<file path="config.mk">
export PLATFORM = sky130hd
export DESIGN_NAME = keypad_hex_entry
export DESIGN_NICKNAME = d
export VERILOG_FILES = /design/src/rtl/keypad_hex_entry.sv
export SDC_FILE = /design/constraint.sdc
export NUM_CORES = 1
export LEC_CHECK = 0
export BUFFER_PORTS_ARGS = -buffer_cell sky130_fd_sc_hd__buf_2
export CAP_MARGIN = 0
export CELL_PAD_IN_SITES_DETAIL_PLACEMENT = 0
export CELL_PAD_IN_SITES_GLOBAL_PLACEMENT = 1
export CORE_MARGIN = 2
export CORE_UTILIZATION = 41
export CTS_BUF_LIST = sky130_fd_sc_hd__clkbuf_8
export DETAILED_ROUTE_END_ITERATION = 8
export MAX_ROUTING_LAYER = met4
export PLACE_DENSITY = 0.82
export RECOVER_POWER = 100
export SETUP_SLACK_MARGIN = 0.02
export SYNTH_ARGS = -nofsm -noshare
export SYNTH_HDL_FRONTEND = slang
export SYNTH_SLANG_ARGS = --single-unit
</file>
<file path="constraint.sdc">
create_clock -name clk -period 2.4 [get_ports clk]
set_input_delay 0.12 -clock clk [delete_from_list [all_inputs] [get_ports clk]]
set_output_delay 0.12 -clock clk [all_outputs]
set_load 0.01 [all_outputs]
</file>
<file path="src/rtl/keypad_hex_entry.sv">
// keypad_hex_entry: scans a 4x4 active-low keypad, debounces press and release,
// and shifts each accepted key code into an 8-digit hex entry register.
module keypad_hex_entry #(
   parameter int unsigned SCAN_DIV  = 131072,
   parameter int unsigned DEB_TICKS = 8
) (
   input  logic        clk,
   input  logic        rst_n,
   input  logic [3:0]  row_in,
   output logic [3:0]  col_out,
   input  logic        clr,
   output logic        key_valid,
   output logic [3:0]  key_code,
   output logic [31:0] data_out,
   output logic [3:0]  digit_cnt
);

   localparam int unsigned DIV_W = (SCAN_DIV > 1) ? $clog2(SCAN_DIV) : 1;
   localparam int unsigned CNT_W = $clog2(DEB_TICKS + 1);

   typedef enum logic [1:0] {SCAN, DEBOUNCE, HELD} state_t;

   state_t             state_q, state_d;
   logic [3:0]         sync1_q, sync1_d;
   logic [3:0]         row_s_q, row_s_d;
   logic [DIV_W-1:0]   div_q, div_d;
   logic [1:0]         col_idx_q, col_idx_d;
   logic [3:0]         col_out_q, col_out_d;
   logic [1:0]         row_lat_q, row_lat_d;
   logic [1:0]         col_lat_q, col_lat_d;
   logic [3:0]         pat_q, pat_d;
   logic [CNT_W-1:0]   stab_q, stab_d;
   logic [CNT_W-1:0]   rel_q, rel_d;
   logic               accept_q, accept_d;
   logic               key_valid_q, key_valid_d;
   logic [3:0]         key_code_q, key_code_d;
   logic [31:0]        data_q, data_d;
   logic [3:0]         digit_q, digit_d;

   logic               tick_c;
   logic               one_low_c;
   logic [1:0]         low_idx_c;
   logic [3:0]         new_code_c;

   assign tick_c     = (div_q == DIV_W'(SCAN_DIV - 1));
   assign new_code_c = {row_lat_q, col_lat_q};

   // Exactly one row pulled low identifies a single closed key in the driven column.
   always_comb begin
      one_low_c = 1'b1;
      low_idx_c = 2'd0;
      unique case (row_s_q)
         4'b1110: low_idx_c = 2'd0;
         4'b1101: low_idx_c = 2'd1;
         4'b1011: low_idx_c = 2'd2;
         4'b0111: low_idx_c = 2'd3;
         default: one_low_c = 1'b0;
      endcase
   end

   // Scan/debounce FSM plus entry-register update.
   always_comb begin
      state_d     = state_q;
      sync1_d     = row_in;
      row_s_d     = sync1_q;
      div_d       = tick_c ? '0 : div_q + DIV_W'(1);
      col_idx_d   = col_idx_q;
      row_lat_d   = row_lat_q;
      col_lat_d   = col_lat_q;
      pat_d       = pat_q;
      stab_d      = stab_q;
      rel_d       = rel_q;
      accept_d    = 1'b0;
      key_valid_d = accept_q;
      key_code_d  = accept_q ? new_code_c : key_code_q;
      data_d      = data_q;
      digit_d     = digit_q;

      if (tick_c) begin
         unique case (state_q)
            SCAN: begin
               if (one_low_c) begin
                  row_lat_d = low_idx_c;
                  col_lat_d = col_idx_q;
                  pat_d     = row_s_q;
                  stab_d    = CNT_W'(1);
                  if (DEB_TICKS <= 32'd1) begin
                     state_d  = HELD;
                     accept_d = 1'b1;
                     rel_d    = '0;
                  end else begin
                     state_d = DEBOUNCE;
                  end
               end else begin
                  col_idx_d = col_idx_q + 2'd1;
               end
            end
            DEBOUNCE: begin
               if (row_s_q == pat_q) begin
                  stab_d = stab_q + CNT_W'(1);
                  if (stab_d == CNT_W'(DEB_TICKS)) begin
                     state_d  = HELD;
                     accept_d = 1'b1;
                     rel_d    = '0;
                  end
               end else begin
                  col_idx_d = col_idx_q + 2'd1;
                  state_d   = SCAN;
               end
            end
            HELD: begin
               if (row_s_q == 4'b1111) begin
                  rel_d = rel_q + CNT_W'(1);
                  if (rel_d == CNT_W'(DEB_TICKS)) begin
                     rel_d     = '0;
                     col_idx_d = col_idx_q + 2'd1;
                     state_d   = SCAN;
                  end
               end else begin
                  rel_d = '0;
               end
            end
            default: state_d = SCAN;
         endcase
      end

      col_out_d = ~(4'b0001 << col_idx_d);

      // A clear in the accept cycle keeps only the new digit.
      if (accept_q) begin
         if (clr) begin
            data_d  = {28'h0, new_code_c};
            digit_d = 4'd1;
         end else begin
            data_d  = {data_q[27:0], new_code_c};
            digit_d = (digit_q == 4'd8) ? 4'd8 : digit_q + 4'd1;
         end
      end else if (clr) begin
         data_d  = '0;
         digit_d = '0;
      end
   end

   always_ff @(posedge clk) begin
      if (!rst_n) begin
         state_q     <= SCAN;
         sync1_q     <= 4'b1111;
         row_s_q     <= 4'b1111;
         div_q       <= '0;
         col_idx_q   <= 2'd0;
         col_out_q   <= 4'b1110;
         row_lat_q   <= 2'd0;
         col_lat_q   <= 2'd0;
         pat_q       <= 4'b1111;
         stab_q      <= '0;
         rel_q       <= '0;
         accept_q    <= 1'b0;
         key_valid_q <= 1'b0;
         key_code_q  <= 4'd0;
         data_q      <= '0;
         digit_q     <= 4'd0;
      end else begin
         state_q     <= state_d;
         sync1_q     <= sync1_d;
         row_s_q     <= row_s_d;
         div_q       <= div_d;
         col_idx_q   <= col_idx_d;
         col_out_q   <= col_out_d;
         row_lat_q   <= row_lat_d;
         col_lat_q   <= col_lat_d;
         pat_q       <= pat_d;
         stab_q      <= stab_d;
         rel_q       <= rel_d;
         accept_q    <= accept_d;
         key_valid_q <= key_valid_d;
         key_code_q  <= key_code_d;
         data_q      <= data_d;
         digit_q     <= digit_d;
      end
   end

   assign col_out   = col_out_q;
   assign key_valid = key_valid_q;
   assign key_code  = key_code_q;
   assign data_out  = data_q;
   assign digit_cnt = digit_q;

endmodule

</file>
==> results of run 1 <==
Yosys cell counts, types with 2 or more instances:
cell type and count:
a211o_1 2, a211oi_1 2, a21boi_0 2, a21oi_1 21, and2_1 2, and3_1 9
and4_1 4, buf_1 2, buf_2 6, clkbuf_1 14, dfxtp_1 91, ha_1 6
inv_1 7, mux2i_1 39, nand2_1 32, nand2b_1 18, nand3_1 7, nand3b_1 2
nand4_1 5, nor2_1 53, nor2b_1 2, nor3_1 2, nor3b_1 4, o211ai_1 4
o21ai_0 6, o22ai_1 2, o31ai_1 2, or3_1 4, xnor2_1 9, xor2_1 11
registers in the layout (all words and copies together) (netlist names), 4 cells and up:
name and count:
row_s_d 4, data_out 32, rel_q 4, col_out 4, stab_q 4, digit_cnt 4, key_code 4, div_q 17
pat_q 4, row_s_q 4
cells in the final DEF, fill, tap and decap left out, types with 2 or more instances in the layout:
master,count
o31ai_1,2
xor2_1,11
clkbuf_1,45
nor2_1,52
dfxtp_1,90
o211ai_1,4
nor3b_1,4
o21ai_2,2
ha_1,4
clkbuf_2,2
buf_4,13
and3_1,9
mux2i_1,39
a21oi_2,2
buf_2,6
ha_2,2
clkbuf_8,9
inv_1,7
nand3_1,6
a21boi_0,2
nand2_1,32
and2_1,2
inv_6,3
and4_1,4
o21ai_0,6
a211o_1,2
dlygate4sd3_1,4
xnor2_1,9
nand4_1,5
a21oi_1,19
nor2b_1,2
a211oi_1,2
nand2b_1,18
or3_1,4
o22ai_1,2
nand3b_1,2
timing repair:
| item | CTS | global route |
|---|---|---|
| buffers inserted | 0 | 3 |
| hold buffers | 4 | 0 |
| setup endpoints to repair | 0 | 13 |
| gates resized for setup | 0 | 12 |
| hold endpoints to repair | 4 | 0 |
final timing paths:
path | startpoint | to | slack [ns] | depth (start not counted)
max | div_q[0]$_SDFF_PP0_ | rel_q[2]$_SDFFE_PN0P_ | 0.22 | 10
min reg2reg | row_s_d[0]$_SDFF_PN1_ | row_s_q[0]$_SDFF_PN1_ | 0.41 | 1
max reg2reg | div_q[0]$_SDFF_PP0_ | rel_q[2]$_SDFFE_PN0P_ | 0.22 | 10
min | rst_n | key_valid$_SDFF_PN0_ | 0.05 | 2
final cells by class:
type / instances / share of cell area (%)
Clock buffer: 9 / 2.858
Sequential cell: 91 / 42.06
Clock inverter: 7 / 1.617
Inverter: 7 / 0.6062
Timing Repair Buffer: 70 / 7.997
Tap cell: 108 / 3.118
Multi-Input combinational cell: 270 / 41.74
worst max-delay path: cells and delay by family, from the launching register on:
| kind | cells | cell delay [ns] |
|---|---|---|
| AND/OR/NAND/NOR | 3 | 0.50 |
| flip-flops | 1 | 0.36 |
| AO/OA/AOI/OAI | 4 | 0.71 |
| buffers and inverters | 1 | 0.08 |
| adder cells (fa/ha/maj) | 2 | 0.39 |
kinds of logic after synthesis:
| family | count (synthesis) | synth area share, % |
|---|---|---|
| AOI/OAI and AO/OA | 56 | 10.16 |
| xor gates and xnor gates | 20 | 4.743 |
| and+or+nand+nor | 149 | 20.02 |
| adders and majority gates | 6 | 2.032 |
| muxes | 39 | 10.57 |
| DFF | 91 | 49.32 |
| buffers and inverters | 29 | 3.151 |
through the flow:
stage          setup slack, ns  power, mW
3_5_place_dp            0.1008      1.641
3_3_place_gp            0.1864      1.639
6_report                0.2176      2.604
2_1_floorplan          0.03318      1.618
4_1_cts                0.06839      2.644
5_1_grt                0.01483      2.721
power by group through the flow:
stage / Sequential, mW / Clock [mW] / Combinational (mW)
3_5_place_dp: 1.56 / 0 / 0.0767
2_1_floorplan: 1.56 / 0 / 0.0597
5_1_grt: 1.53 / 1.10 / 0.0906
6_report: 1.53 / 0.993 / 0.0814
3_3_place_gp: 1.56 / 0 / 0.0758
4_1_cts: 1.53 / 1.03 / 0.0818
layer usage:
layer  wire length [um]  vias up  global-route usage, %
met5                  0        -                      -
met3                310       10                  3.121
li1                   -     1464                      -
met1               3518     1318                  19.09
met2               3473       51                  27.29
met4                104        0                  5.374
==> impl_results.md, run 1 <==
- Status: completed
- Hold WC Path Type: primary input to register
- Max-slew violation count: 0
- Worst Path Max Fanout: 4
- Largest net degree at the start of global routing: 30
- First DRT Iteration DRCs: a little over 60
- Critical path's slowest cell: dfxtp_2
- Diode count: 0
- Async S/R FF share, synth: 0%
- Unrepaired setup endpoints after global routing: no
- Max Cap Viol: 0
- Register Area: between 0.0015 and 0.002 sq mm
- Global-route wire length before repair: roughly 13000 um
- Number of vias per cell: a little over 5
- CP endpoint kind: register
- Clock share of power: roughly two fifths
- Die Y: between 90 and 100 um
- DIE AREA: 0.009784 sq mm
- GPL Wtd Cong: ~0.81
- Post-route DRC: 0
- CTS Buf Count: 9
- Final std cells w/o fill: 562
- Placed Instances: 539
- Seq/Total Area, Yosys: roughly half
- Vias: 2843
- Sw frac: between 20% and 30%
- CP Data Arrival Time: between 2 and 2.5 ns
- Pwr Density: around 600 mW/mm^2
- Syn avg cell area: between 9 and 10 sq um
- DP HPWL: between 5000 and 6000 um
- Layout cell share with drive strength beyond 1: approximately an eighth
- CP Launch Type: register
- Antenna Violating Nets Remaining: 0
- Starting Density: ~42%
- Internal power: ~2.0 mW
- Top FF cell, synth: dfxtp_1
- Rows: 34
- Final min period: between 2 and 2.5 ns
- Max incr delay on CP: 0.36 ns
- Design Area, Final: roughly 0.0043 sq mm
- Vias in the first global route: roughly 2800
- Area leader, netlist: dfxtp_1
- Setup TNS: 0 ns
- Die width: 98.92 um
- Synth top area share: 49.32%
- DRT Wirelength: 7405 um
- Worst VDD drop: 338.5 uV
- Worst-path cell chain: ha_2, nand3_2, nor3_2, and3_1, ha_2, inv_1, a2111oi_4, a21oi_2, o211ai_1, o21ai_0
- Port bufs: 51
- Initial antenna violation count: 0
- Worst path most repeated cell: ha_2
- CP Class: register to register
- Core Area: just under 0.009 sq mm
- Slew margin rel.: 21.60%
- Syn. warnings: 0
- CTS root buffer: clkbuf_8
- EDFF count, synth: 0
- Syn Inst Count: between 300 and 400
- Clock-pin slew on the worst setup and hold paths: around 0.1 ns
- Wire length per cell: 13.18 um
- Total GRT Usage: roughly 16%
- Slew @ Worst Pin: 1.174 ns
- Sequential share of power: 58.7%
- Comb pwr share: ~3.1%
- Skew final: about 0.01 ns
- Final #Nets: 462
- Max Fclk: around 460 MHz
- Hold_ws: between 0.05 and 0.06 ns
- FF+latch count, synth: just over 90
- Skew-Pair Late Insertion Delay: around 0.36 ns
- Num ports: 52
- Post-synth net total: around 400
- Fin util: 49.70%
- Final worst-path cycle share: between 90% and 100%
- CP required: 2.64 ns
- Pre-antenna DRT Iters: 4
- Synth Cell Area: ~0.0037 sq mm
- Clock buffer depth: 2
- Htree depth: 3
- FILL cells: around 840
- Placed instance area: 0.004103 sq mm
- Footprint of the multi-input gates: about 0.0018 sq mm
- # clock sinks: 91
- Final hold vios: 0
- # setup viols final: 0
- Netlist cell types: 50
- Synthesis-to-layout area growth: 17.34%
- CTS tree: done
- NetSw: approximately 0.65 mW
- Leak pwr: about 1.6 nW
- Top cells by area, synth: dfxtp_1, mux2i_1, nor2_1
- Overflow after GRT: 0
Note: power is estimated with default switching activity, not from simulation.
==> run 2: changes to the inputs <==
CTS_CLUSTER_SIZE = 10   (was not set)
GPL_ROUTABILITY_DRIVEN = 0   (was not set)
RECOVER_POWER = 25   (was 100)
==> impl_results.md, run 2 (same netlist as run 1, synthesis figures left out) <==
- Status: completed (unchanged)
- Pwr Density: 595.3 mW/mm^2 (was 600.9 mW/mm^2)
- Antenna Violating Nets Remaining: 0 (unchanged)
- Max reg flops: 32 (unchanged)
- Busiest grt layer: met2 (unchanged)
- Placed Instances: 539 (unchanged)
- Num ports: 52 (unchanged)
- Met1 global-route usage: 19.09% (unchanged)
- CP Data Arrival Time: 2.42 ns (about the same)
- Slew @ Worst Pin: 0.6697 ns (was 1.174 ns)
- Max-slew violation count: 0 (unchanged)
- Layout cell share with drive strength beyond 1: 16.08% (was 11.67%)
- Setup TNS: 0 ns (unchanged)
- CP endpoint kind: register (unchanged)
- Post-route DRC: 0 (unchanged)
- First DRT Iteration DRCs: 64 (was 61)
- Reg2reg start: div_q[0]$_SDFF_PP0_ (unchanged)
- Htree depth: 3 (unchanged)
- Core Area: 0.008721 sq mm (unchanged)
- Pre-antenna DRT Iters: 4 (unchanged)
- Met3 usage: 3.121% (unchanged)
- Worst r2r dst: rel_q[2]$_SDFFE_PN0P_ (unchanged)
- CTS tree: done (unchanged)
- GR Util met2: 27.29% (unchanged)
- CTS root buffer: clkbuf_8 (unchanged)
- Max Fclk: 458.3 MHz (was 458.2 MHz)
- Die Y: 98.92 um (unchanged)
- Worst Reg-to-Reg Cells: 10 (unchanged)
- CTS Buf Count: 9 (unchanged)
- Skew-Pair Late Insertion Delay: 0.36 ns (about the same)
- Clock-pin slew on the worst setup and hold paths: 0.10 ns (about the same)
- Hold Crit Depth: 2 (unchanged)
- Vias in the first global route: 2782 (unchanged)
- Final min period: 2.182 ns (about the same)
- Rows: 34 (unchanged)
- Synthesis-to-layout area growth: 18.50% (was 17.34%)
- Leak pwr: 1.672 nW (was 1.584 nW)
- CP required: 2.64 ns (about the same)
- CP Class: register to register (unchanged)
- Number of vias per cell: 5.044 (was 5.059)
- Total GRT Usage: 16.07% (unchanged)
- Most frequent cells in the layout: dfxtp_1, nor2_1, mux2i_1 (was dfxtp_1, nor2_1, clkbuf_1)
- Starting Density: 42.35% (unchanged)
- Initial antenna violation count: 0 (unchanged)
- CP Launch Type: register (unchanged)
- DP HPWL: 5218 um (unchanged)
- Port bufs: 51 (unchanged)
- Largest net degree at the start of global routing: 30 (unchanged)
- Max Cap Viol: 0 (unchanged)
- Worst VDD drop: 338.7 uV (was 338.5 uV)
- # clock sinks: 91 (unchanged)
- DIE AREA: 0.009784 sq mm (unchanged)
- Worst hold start: rst_n (unchanged)
- Flop-to-flop setup slack: 0.22 ns (about the same)
- # setup viols final: 0 (unchanged)
- Final #Nets: 462 (unchanged)
- Unrepaired setup endpoints after global routing: no (unchanged)
- Final std cells w/o fill: 562 (unchanged)
- Wire length per cell: 13.12 um (was 13.18 um)
- Fin util: 50.19% (was 49.70%)
- Worst Path Max Fanout: 4 (unchanged)
- Final worst-path cycle share: 90.91% (was 90.93%)
- Clock buffer depth: 2 (unchanged)
- Worst-case hold path end point: key_valid$_SDFF_PN0_ (unchanged)
- Die width: 98.92 um (unchanged)
- Skew final: 0.01043 ns (was 0.01012 ns)
- Vias: 2835 (was 2843)
- Overflow after GRT: 0 (unchanged)
- Diode count: 0 (unchanged)
- Hold WC Path Type: primary input to register (unchanged)
- Slew margin rel.: 55.35% (was 21.60%)
- Commonest non-fill, non-tap cell in the layout: dfxtp_1 (unchanged)
- DRT Wirelength: 7373 um (was 7405 um)
- Global-route wire length before repair: 12700 um (unchanged)
- Final hold vios: 0 (unchanged)
[run 2: cell count changes in the layout (fill, tap and decap cells not counted), sizes merged]
cell,change
buf,+21
clkbuf,-21
[run 2: timing repair]
item,4_1_cts,5_1_grt
endpoints found under the hold margin,4,0
gates resized for setup,0,12
endpoints found under the setup margin,0,13
hold buffers,4,0
buffers inserted,0,3
[run 2: critical path, stage by stage (launching register included)]
cell and delay, ns:
dfxtp_2 0.36, ha_2 0.20, nand3_2 0.09, nor3_2 0.22, and3_1 0.19, ha_2 0.19, inv_1 0.08, a2111oi_4 0.32
a21oi_2 0.12, o211ai_1 0.17, o21ai_0 0.10
[run 2: through the flow]
step / power (mW) / setup slack, ns / hold slack, ns / area (sq um)
4_1_cts: 2.644 / 0.06839 / 0.04975 / 4337
6_report: 2.606 / 0.2182 / 0.05136 / 4377
3_3_place_gp: 1.639 / 0.1864 / 0.2987 / 4103
5_1_grt: 2.721 / 0.01483 / 0.05601 / 4377
2_1_floorplan: 1.618 / 0.03318 / 0.2215 / 3699
3_5_place_dp: 1.641 / 0.1008 / 0.3064 / 4103
[run 2: metal layers]
layer  part of all wire [%]  wire, um  vias to the layer above
met5                      0         0                        -
met4                    1.4       104                        0
met2                     47      3489                       53
li1                       -         -                     1461
met3                    3.9       285                       10
met1                     47      3493                     1311
[run 2: worst max-delay path by stage]
stage / from / depth (start not counted) / end / slack [ns]
finish: div_q[0]$_SDFF_PP0_ / 10 / rel_q[2]$_SDFFE_PN0P_ / 0.22
global route: div_q[1]$_SDFF_PP0_ / 10 / rel_q[2]$_SDFFE_PN0P_ / 0.01
CTS: div_q[5]$_SDFF_PP0_ / 9 / rel_q[2]$_SDFFE_PN0P_ / 0.07
detailed placement: div_q[5]$_SDFF_PP0_ / 9 / rel_q[2]$_SDFFE_PN0P_ / 0.10
global placement: div_q[5]$_SDFF_PP0_ / 9 / rel_q[2]$_SDFFE_PN0P_ / 0.19
floorplan: div_q[0]$_SDFF_PP0_ / 10 / rel_q[2]$_SDFFE_PN0P_ / 0.03
[run 2: cell type report]
class,count,area [sq um]
clock buffer,9,123.9
clock inverter,7,70.07
fill,819,4344
inverter,7,26.28
multi-input combinational,270,1809
sequential,91,1824
tap,108,135.1
timing repair buffer,70,387.9
[run 2: where the power goes]
group | switching (mW) | leakage (nW) | internal (mW)
registers | 0.0102 | 0.736 | 1.52
clock network | 0.589 | 0.0955 | 0.405
logic | 0.0503 | 0.841 | 0.0316
total | 0.650 | 1.67 | 1.96
